`config.mk`:
```
export PLATFORM = sky130hd
export DESIGN_NAME = spi_cmd_master
export DESIGN_NICKNAME = d
export VERILOG_FILES = /design/src/rtl/spi_cmd_master.sv
export SDC_FILE = /design/constraint.sdc
export NUM_CORES = 1
export LEC_CHECK = 0
export ABC_AREA = 1
export CORE_MARGIN = 10
export CORE_UTILIZATION = 52
export CTS_CLUSTER_DIAMETER = 80
export DETAILED_ROUTE_END_ITERATION = 16
export GPL_ROUTABILITY_DRIVEN = 0
export HOLD_SLACK_MARGIN = 0.03
export PLACE_DENSITY = 0.87
export SLEW_MARGIN = 10
export SYNTH_ARGS = -nofsm -noshare
export SYNTH_HDL_FRONTEND = slang
export SYNTH_SLANG_ARGS = --single-unit
```
`constraint.sdc`:
```
create_clock -name clk -period 3.2 [get_ports clk]
set_input_delay 0.32 -clock clk [delete_from_list [all_inputs] [get_ports clk]]
set_output_delay 0.32 -clock clk [all_outputs]
set_load 0.05 [all_outputs]
```
`src/rtl/spi_cmd_master.sv`:
```
// SPI command master: shifts out a variable-length command MSB-first and, for
// read commands (leading 4'b1000), clocks in an inverted reply from the slave.
module spi_cmd_master #(
  parameter int CMD_BIT_NUM   = 41,
  parameter int REPLY_BIT_NUM = 6,
  parameter int CLK_HALF      = 16,
  parameter int CS_GAP        = 16
) (
  input  logic                     clk,
  input  logic                     rst,
  input  logic                     start,
  input  logic [CMD_BIT_NUM-1:0]   cmd_data,
  input  logic [6:0]               cmd_len,
  output logic                     busy,
  output logic                     done,
  output logic [REPLY_BIT_NUM-1:0] reply,
  output logic                     reply_vld,
  output logic                     spi_clk,
  output logic                     spi_cs,
  output logic                     spi_mosi,
  input  logic                     spi_miso
);

  localparam int DIV_MAX = (CLK_HALF > CS_GAP) ? CLK_HALF : CS_GAP;
  localparam int DIV_W   = $clog2(DIV_MAX + 1);
  localparam logic [DIV_W-1:0] HALF_LAST = DIV_W'(CLK_HALF - 1);
  localparam logic [DIV_W-1:0] GAP_LAST  = DIV_W'(CS_GAP - 1);
  localparam logic [6:0] LEN_MAX  = 7'(CMD_BIT_NUM);
  localparam logic [6:0] RD_TOTAL = 7'(4 + REPLY_BIT_NUM);

  typedef enum logic [2:0] {
    S_IDLE, S_CS_SETUP, S_CLK_LOW, S_CLK_HIGH, S_CS_HOLD, S_CS_IDLE
  } state_t;

  state_t                     r_state;
  state_t                     w_state_nxt;
  logic [DIV_W-1:0]           r_div;
  logic [6:0]                 r_bit;
  logic [6:0]                 r_total;
  logic                       r_rd;
  logic [CMD_BIT_NUM-1:0]     r_shift;
  logic [REPLY_BIT_NUM-1:0]   r_rx;
  logic [REPLY_BIT_NUM-1:0]   r_reply;
  logic                       r_reply_vld;
  logic                       r_spi_cs;
  logic                       r_spi_clk;
  logic                       r_mosi;
  logic                       r_miso_p1;
  logic                       r_miso_p2;
  logic                       w_accept;
  logic [6:0]                 w_len_eff;
  logic [CMD_BIT_NUM-1:0]     w_shift_in;
  logic                       w_is_rd;
  logic                       w_half_end;

  assign w_accept   = (r_state == S_IDLE) && start;
  assign w_len_eff  = ((cmd_len == 7'd0) || (cmd_len > LEN_MAX)) ? LEN_MAX : cmd_len;
  // Left-align the command so the first transmitted bit always sits at the top.
  assign w_shift_in = cmd_data << (LEN_MAX - w_len_eff);
  assign w_is_rd    = (w_len_eff >= 7'd4) && (w_shift_in[CMD_BIT_NUM-1 -: 4] == 4'b1000);
  assign w_half_end = (r_div == HALF_LAST);

  always_comb begin
    w_state_nxt = r_state;
    case (r_state)
      S_IDLE:     if (start) w_state_nxt = S_CS_SETUP;
      S_CS_SETUP: if (r_div == GAP_LAST) w_state_nxt = S_CLK_LOW;
      S_CLK_LOW:  if (w_half_end) w_state_nxt = S_CLK_HIGH;
      S_CLK_HIGH: if (w_half_end)
                    w_state_nxt = ((r_bit + 7'd1) == r_total) ? S_CS_HOLD : S_CLK_LOW;
      S_CS_HOLD:  if (w_half_end) w_state_nxt = S_CS_IDLE;
      S_CS_IDLE:  if (r_div == GAP_LAST) w_state_nxt = S_IDLE;
      default:    w_state_nxt = S_IDLE;
    endcase
  end

  always_ff @(posedge clk) begin
    if (rst) begin
      r_state     <= S_IDLE;
      r_div       <= '0;
      r_bit       <= '0;
      r_rd        <= 1'b0;
      r_spi_cs    <= 1'b1;
      r_spi_clk   <= 1'b1;
      r_mosi      <= 1'b0;
      r_reply     <= '0;
      r_reply_vld <= 1'b0;
    end else begin
      r_state   <= w_state_nxt;
      r_div     <= ((w_state_nxt != r_state) || (r_state == S_IDLE)) ? '0 : r_div + 1'b1;
      // SPI pins are registered from the next state so they never glitch.
      r_spi_cs  <= (w_state_nxt == S_IDLE) || (w_state_nxt == S_CS_IDLE);
      r_spi_clk <= (w_state_nxt != S_CLK_LOW);
      if (w_accept) begin
        r_bit       <= '0;
        r_rd        <= w_is_rd;
        r_reply_vld <= 1'b0;
      end
      if ((w_state_nxt == S_CLK_LOW) && (r_state != S_CLK_LOW))
        r_mosi <= (r_rd && (r_bit >= 7'd4)) ? 1'b0 : r_shift[CMD_BIT_NUM-1];
      if ((w_state_nxt == S_CS_HOLD) && (r_state != S_CS_HOLD))
        r_mosi <= 1'b0;
      if ((r_state == S_CLK_HIGH) && w_half_end)
        r_bit <= r_bit + 7'd1;
      if ((r_state == S_CS_HOLD) && (w_state_nxt == S_CS_IDLE)) begin
        r_reply_vld <= r_rd;
        if (r_rd)
          r_reply <= ~r_rx;
      end
    end
  end

  always_ff @(posedge clk) begin
    r_miso_p1 <= spi_miso;
    r_miso_p2 <= r_miso_p1;
    if (w_accept) begin
      r_shift <= w_shift_in;
      r_total <= w_is_rd ? RD_TOTAL : w_len_eff;
    end else if ((w_state_nxt == S_CLK_LOW) && (r_state != S_CLK_LOW)) begin
      r_shift <= r_shift << 1;
    end
    if ((r_state == S_CLK_HIGH) && w_half_end && r_rd && (r_bit >= 7'd4))
      r_rx <= {r_rx[REPLY_BIT_NUM-2:0], r_miso_p2};
  end

  assign busy      = (r_state != S_IDLE);
  assign done      = (r_state == S_CS_IDLE) && (r_div == GAP_LAST);
  assign reply     = r_reply;
  assign reply_vld = r_reply_vld;
  assign spi_clk   = r_spi_clk;
  assign spi_cs    = r_spi_cs;
  assign spi_mosi  = r_mosi;

endmodule
```
==> Flow_metrics.wiki, run 1 <==
{| class="wikitable"
! Metric !! Value
|-
| Outcome || complete, no violations
|-
| Reg2reg setup slack || 400 ps
|-
| Syn avg cell area || 6.85 um2
|-
| Via count of the first global-routing pass || 5864
|-
| Clock root buffer || sky130_fd_sc_hd__clkbuf_16
|-
| Worst Setup Path Type || input port to register
|-
| Maximum number of pins on one net before global-route repair || 45
|-
| Clock tree from TritonCTS || built
|-
| Final net count || 984
|-
| DR iter-0 viols || 716
|-
| Floorplan row count || 38
|-
| Largest delay share family, worst path || buffers and inverters
|-
| WL final || 16.0 mm
|-
| GRT Resource Usage Total || 20.0%
|-
| Type of destination of the critical path || register
|-
| Worst setup slack before clock tree synthesis || -31.2 ps
|-
| DR vias || 6211
|-
| CP Buf/Inv Count || 5
|-
| Classification of the worst-slack hold path || register to register
|-
| Share of cells above drive strength 1 || 8.81%
|-
| Commonest non-fill, non-tap cell in the layout || sky130_fd_sc_hd__nand2_1
|-
| Worst clock skew || 6.93 ps
|-
| Utilization of the core after routing || 65.4%
|-
| Ratio of total power to cell area || 442 nW/um2
|-
| Synthesized instance count || 858
|-
| Port Buffers || 63
|-
| Worst IR Drop VDD || 0.000368 V
|-
| Slowest library cell on the worst path || sky130_fd_sc_hd__clkdlybuf4s50_1
|-
| Combined area of all synthesized cells || 5870 um2
|-
| Final Hold Fails || 0
|-
| Router iterations before antenna repair || 10
|-
| Maximum level of the CTS H-tree || 3
|-
| Residual DRC count || 0
|-
| Max Cap Viol || 0
|-
| Worst slack on hold paths || 331 ps
|-
| Number of antenna violations at the first check in global routing || 0
|-
| Post-synth net total || 916
|-
| Reg-to-reg endpoint || r_shift[30]
|-
| Clock slew at reported path FFs || 60 ps
|-
| Sink Count || 82
|-
| Yosys warning total || 0
|-
| Most frequent cells in the layout || 245 x sky130_fd_sc_hd__nand2_1, 153 x sky130_fd_sc_hd__nand3_1, 70 x sky130_fd_sc_hd__inv_1, 67 x sky130_fd_sc_hd__o21ai_0, 63 x sky130_fd_sc_hd__clkdlybuf4s50_1
|-
| Start of the worst register-to-register path || r_bit[0]
|-
| Startpoint class of the critical path || input port
|-
| Initial standard-cell utilization of the core || 53.7%
|-
| Core area || 10900 um2
|-
| GRT overflow || 0
|-
| Largest driver fanout on the critical path || 44
|-
| Resized cells post-CTS || 0
|-
| Longest individual stage delay on the worst path || 440 ps
|-
| Min-Delay Startpoint || r_miso_p1
|-
| Overall die width || 126 um
|-
| Fmax || 0.340 GHz
|-
| Global-route wire length before repair || 27.2 mm
|-
| CP Depth || 17
|-
| Max clock buf depth || 2
|-
| Antenna diodes || 0
|-
| Cell-by-cell listing of the critical path || clkdlybuf4s50_1 > o21ai_1 > nand2_1 > nand2_2 > nand2_4 > inv_1 > nand2_1 > ha_1 > clkinv_1 > buf_12 > nor2_1 > a31oi_1 > o21ai_0 > buf_4 > o21ai_0 > nand3_1 > nand2_1
|-
| Arrival time reported for the critical path endpoint || 3150 ps
|-
| Number of buffers inserted during clock tree synthesis || 9
|-
| Signed area change from the synthesized netlist to the final layout || 21.8%
|-
| Worst-Margin Slew || 572 ps
|-
| Required time of the worst setup path || 3410 ps
|-
| Max-slew violations || 0
|-
| Post-CTS Repair Setup Buffers || 0
|-
| Depth of the worst register-to-register path || 11
|-
| Most Frequent Cell on Critical Path || sky130_fd_sc_hd__nand2_1
|-
| Worst Slack Setup Final || 260 ps
|-
| Distinct cells, synth || 50
|-
| Wire per inst || 14.9 um
|-
| Power, Total || 3.16 mW
|-
| Clock period minus final worst setup slack || 2940 ps
|-
| Fraction of synthesis flops using an asynchronous set or reset pin || 0%
|-
| Commonest register cell after synthesis || sky130_fd_sc_hd__edfxtp_1
|-
| Relative slew margins || 61.5%
|-
| Num ports || 64
|-
| Termination of the worst setup path || r_shift[34]
|-
| Crit path launch || cmd_len[1]
|-
| Height of the chip || 126 um
|-
| Number of enable flip-flop cells after synthesis || 54
|-
| Post-detail-place hpwl || 12.2 mm
|-
| Final-report setup violation count || 0
|-
| Share of the clock period used by the worst path || 91.9%
|-
| Static leakage || 3.13 nW
|-
| Clock latency of the later-clocked register in the worst-skew pair || 340 ps
|-
| Die Area || 15900 um2
|-
| Flip-flop and latch count after synthesis || 82
|-
| Ratio of routed vias to standard cells || 5.80
|-
| Hold Buf Count CTS || 0
|-
| Proportion of synthesized chip area in sequential cells || 37.2%
|-
| Setup repair after global routing missed its margin || no
|-
| ANT nets after route || 0
|}
through the flow:
step                      TNS [ps]  instance area, um2  instances
after detailed placement      -109                6870       1055
after floorplan                  0                5870        858
after global placement           0                6870       1055
after global routing             0                7150       1071
after CTS                        0                7150       1071
final                            0                7150       1071
sequential cells by signal, summed over array words and instances (netlist names):
name	cells
spi_mosi	1
r_miso_p1	1
r_rx	6
r_bit	7
r_state	3
r_shift	41
reply	6
spi_clk	1
r_rd	1
reply_vld	1
r_div	5
spi_cs	1
r_miso_p2	1
r_total	7
cell families after synthesis:
group	Yosys count	share of synthesized area (%)
xor+xnor	11	1.77
flops	82	37.2
compound gates	137	13.5
other cells	1	0.0639
mux	1	0.170
simple gates	495	37.3
buf+inv	125	8.76
fa+ha+maj	6	1.28
report_power, final:
part | total, mW | leakage (nW) | switching (mW) | internal, mW
registers | 1.25 | 0.749 | 0.0241 | 1.23
logic | 0.925 | 2.25 | 0.565 | 0.361
clock network | 0.983 | 0.139 | 0.445 | 0.539
worst min-delay path by stage:
stage,cells after the start,to,slack [ps]
after CTS,0,r_miso_p2,330
after floorplan,0,r_miso_p2,310
after global routing,0,r_miso_p2,330
after detailed placement,0,r_miso_p2,320
after global placement,0,r_miso_p2,310
final,0,r_miso_p2,330
metal layers:
| layer | vias up | global-route usage, % | share of wire [%] |
|---|---|---|---|
| met5 | - | 0 | 0 |
| met4 | 0 | 8.10 | 3.6 |
| met3 | 54 | 4.70 | 7.2 |
| met2 | 293 | 34.3 | 49 |
| met1 | 2818 | 23.6 | 41 |
| li1 | 3046 | - | - |
cell type report:
class                   instances  area (um2)
fillers                       958        3780
multi-input cells             651        3180
well taps                     140         175
flip-flops and latches         82        2180
inverters                      78         293
clock inverters                 7        63.8
clock buffers                   9         225
repair buffers                104        1040
worst reg2reg max path: stages (launching register included):
cell                       delay (ps)
sky130_fd_sc_hd__dfxtp_1          470
sky130_fd_sc_hd__ha_1             260
sky130_fd_sc_hd__nand4_1          160
sky130_fd_sc_hd__nor2_1           150
sky130_fd_sc_hd__xor2_1           290
sky130_fd_sc_hd__or2_2            180
sky130_fd_sc_hd__nand4_1          130
sky130_fd_sc_hd__o21ai_0          180
sky130_fd_sc_hd__nand3b_1         170
sky130_fd_sc_hd__nand3_1          180
sky130_fd_sc_hd__nand2_1          110
sky130_fd_sc_hd__buf_12           210
synth_stat cells, drive strengths merged, types with 9 or more instances:
cell type	count	share of area, %
nand2	251	16
nand3	154	13
inv	77	4.9
o21ai	74	6.5
nor2	58	4.0
edfxtp	54	28
a21oi	29	2.5
dfxtp	28	9.5
buf	26	2.4
clkbuf	21	1.3
nand4	18	1.9
o211ai	9	1.2
(Power assumes the default switching activity.)
==> inputs of run 2 (changes only) <==
--- a/config.mk
+++ b/config.mk
@@ -7,12 +7,13 @@
 export LEC_CHECK = 0
 export ABC_AREA = 1
 export CORE_MARGIN = 10
-export CORE_UTILIZATION = 52
+export CORE_UTILIZATION = 56
 export CTS_CLUSTER_DIAMETER = 80
 export DETAILED_ROUTE_END_ITERATION = 16
 export GPL_ROUTABILITY_DRIVEN = 0
 export HOLD_SLACK_MARGIN = 0.03
-export PLACE_DENSITY = 0.87
+export PLACE_DENSITY = 0.89
+export RECOVER_POWER = 100
 export SLEW_MARGIN = 10
 export SYNTH_ARGS = -nofsm -noshare
 export SYNTH_HDL_FRONTEND = slang
==> constraint.sdc (replaced) <==
create_clock -name clk -period 3.5 [get_ports clk]
set_input_delay 0.35 -clock clk [delete_from_list [all_inputs] [get_ports clk]]
set_output_delay 0.35 -clock clk [all_outputs]
set_load 0.05 [all_outputs]
==> run 2 against run 1 <==
Clock skew grew 9.9 ps. Combinational power fell by 17%. Via count shrank 2.8%. Critical endpoint is now r_total[1]. Largest cell class unchanged. Highest routed layer unchanged.
==> Flow_metrics.wiki, run 2 (synthesized netlist as in run 1, its figures left out) <==
{| class="wikitable"
! Metric !! Value
|-
| Outcome || complete, no violations
|-
| Resized cells post-CTS || 0 (unchanged)
|-
| Sink Count || 82 (unchanged)
|-
| Routed metal-1 wirelength || 5.99 mm (-7.4%)
|-
| Num ports || 64 (unchanged)
|-
| Clock tree from TritonCTS || built
|-
| Final TNS setup || 0 ps (unchanged)
|-
| Worst IR Drop VDD || 0.000349 V (-5.0%)
|-
| Classification of the worst-slack hold path || register to register
|-
| Core area || 10300 um2 (-6.0%)
|-
| Residual DRC count || 0 (unchanged)
|-
| Setup repair after global routing missed its margin || no
|-
| Hold Buf Count CTS || 0 (unchanged)
|-
| Final Hold Fails || 0 (unchanged)
|-
| Die Area || 15000 um2 (-6.0%)
|-
| Final net count || 963 (-2.1%)
|-
| Max Cap Viol || 0 (unchanged)
|-
| Max-slew violations || 0 (unchanged)
|-
| Floorplan row count || 37 (-2.6%)
|-
| GRT overflow || 0 (unchanged)
|-
| Number of buffers inserted during clock tree synthesis || 9 (unchanged)
|-
| WL final || 15.2 mm (-4.5%)
|-
| Clock latency of the later-clocked register in the worst-skew pair || 360 ps (+20 ps)
|-
| Initial standard-cell utilization of the core || 57.1% (+3.4 points)
|-
| Antenna diodes || 0 (unchanged)
|-
| GRT Resource Usage Total || 21.0% (+0.98 points)
|-
| Wire per inst || 14.6 um (-2.3%)
|-
| Worst Setup Path Type || input port to register
|-
| Met3 wirelength from detailed routing || 1.14 mm (-1.0%)
|-
| Biggest register || r_shift
|-
| Share of the clock period used by the worst path || 90.7%
|-
| Static leakage || 3.00 nW (-4.3%)
|-
| Arrival time reported for the critical path endpoint || 3280 ps (+130 ps)
|-
| Largest registers ranked by flip-flop count || r_shift: 41 flops, r_bit: 7 flops, r_total: 7 flops
|-
| Clock slew at reported path FFs || 90 ps (+30 ps)
|-
| Wire length on met2 || 7.56 mm (-2.7%)
|-
| Type of destination of the critical path || register
|-
| Ratio of total power to cell area || 379 nW/um2 (-14%)
|-
| Overall die width || 122 um (-3.1%)
|-
| Share of cells above drive strength 1 || 6.37% (-2.4 points)
|-
| Largest driver fanout on the critical path || 40 (-9.1%)
|-
| Router iterations before antenna repair || 8 (-2)
|-
| Port Buffers || 63 (unchanged)
|-
| Fmax || 0.315 GHz
|-
| Worst slack on hold paths || 342 ps (+10.6 ps)
|-
| Required time of the worst setup path || 3610 ps (+200 ps)
|-
| Max FFs per register || 41 (unchanged)
|-
| ANT nets after route || 0 (unchanged)
|-
| Relative slew margins || 58.0% (-3.4 points)
|-
| Max clock buf depth || 2 (unchanged)
|-
| Post-CTS Repair Setup Buffers || 0 (unchanged)
|-
| DR top layer || met4
|-
| Post-detail-place hpwl || 11.6 mm (-4.6%)
|-
| DR iter-0 viols || 741 (+3.5%)
|-
| Maximum level of the CTS H-tree || 3 (unchanged)
|-
| Ratio of routed vias to standard cells || 5.77 (-0.43%)
|-
| Global-route wire length before repair || 25.9 mm (-4.8%)
|-
| Height of the chip || 122 um (-3.1%)
|-
| Signed area change from the synthesized netlist to the final layout || 16.1%
|-
| Clock period minus final worst setup slack || 3180 ps
|-
| Power, Total || 2.58 mW (-18%)
|-
| Final-report setup violation count || 0 (unchanged)
|-
| DR vias || 6040 (-2.8%)
|-
| Startpoint class of the critical path || input port
|-
| Via count of the first global-routing pass || 5651 (-3.6%)
|-
| Worst clock skew || 16.8 ps (+9.85 ps)
|-
| Clock root buffer || sky130_fd_sc_hd__clkbuf_8
|-
| Worst-Margin Slew || 623 ps (+51.1 ps)
|-
| Most frequent cells in the layout || 248 x sky130_fd_sc_hd__nand2_1, 153 x sky130_fd_sc_hd__nand3_1, 71 x sky130_fd_sc_hd__o21ai_0, 70 x sky130_fd_sc_hd__inv_1
|-
| Maximum number of pins on one net before global-route repair || 43 (-4.4%)
|-
| Commonest non-fill, non-tap cell in the layout || sky130_fd_sc_hd__nand2_1
|-
| Number of antenna violations at the first check in global routing || 0 (unchanged)
|}
==> run 2: worst paths after layout <==
check,startpoint,endpoint,slack [ps],cells past startpoint
setup / recovery,cmd_len[2],r_total[1],320,16
hold / removal,r_miso_p1,r_miso_p2,340,0
setup reg to reg,r_bit[0],r_shift[28],550,11
hold reg to reg,r_miso_p1,r_miso_p2,340,0
==> run 2: metal layers <==
layer | vias up | GRT usage, %
met5 | - | 0
met4 | 0 | 9.65
met3 | 59 | 4.41
met2 | 290 | 36.2
met1 | 2690 | 24.6
li1 | 3001 | -
==> run 2: stage by stage <==
step                      setup slack, ps  instances  utilization (%)  cell area, um2
after detailed placement              161       1030             64.6            6640
after floorplan                       437        858                -            5870
after CTS                             548       1046             66.5            6830
after global placement                257       1030             64.6            6640
after global routing                  133       1046             66.3            6820
final                                 324       1046             66.3            6820
==> run 2: layout make-up <==
type                    count  area (um2)
fillers                   926        3460
multi-input cells         651        3160
repair buffers             83         816
clock buffers               9         124
flip-flops and latches     82        2180
clock inverters             7        68.8
inverters                  78         293
well taps                 136         170
==> run 2: critical path, stage by stage <==
cell and delay, ps:
sky130_fd_sc_hd__clkdlybuf4s50_1 460, sky130_fd_sc_hd__o21ai_0 220, sky130_fd_sc_hd__nand2_1 80, sky130_fd_sc_hd__nand2_1 190, sky130_fd_sc_hd__nand2_4 90, sky130_fd_sc_hd__inv_1 80, sky130_fd_sc_hd__nand2_1 90, sky130_fd_sc_hd__ha_1 320
sky130_fd_sc_hd__clkinv_1 170, sky130_fd_sc_hd__buf_12 220, sky130_fd_sc_hd__o21ai_0 500, sky130_fd_sc_hd__nand3_1 130, sky130_fd_sc_hd__nand2_1 140, sky130_fd_sc_hd__nor2_1 60, sky130_fd_sc_hd__nand2_2 110, sky130_fd_sc_hd__nand2_1 60
==> run 2: power breakdown <==
group	switching [mW]	internal, mW	total, mW
combinational	0.494	0.276	0.770
clock	0.390	0.279	0.670
sequential	0.0218	1.12	1.14
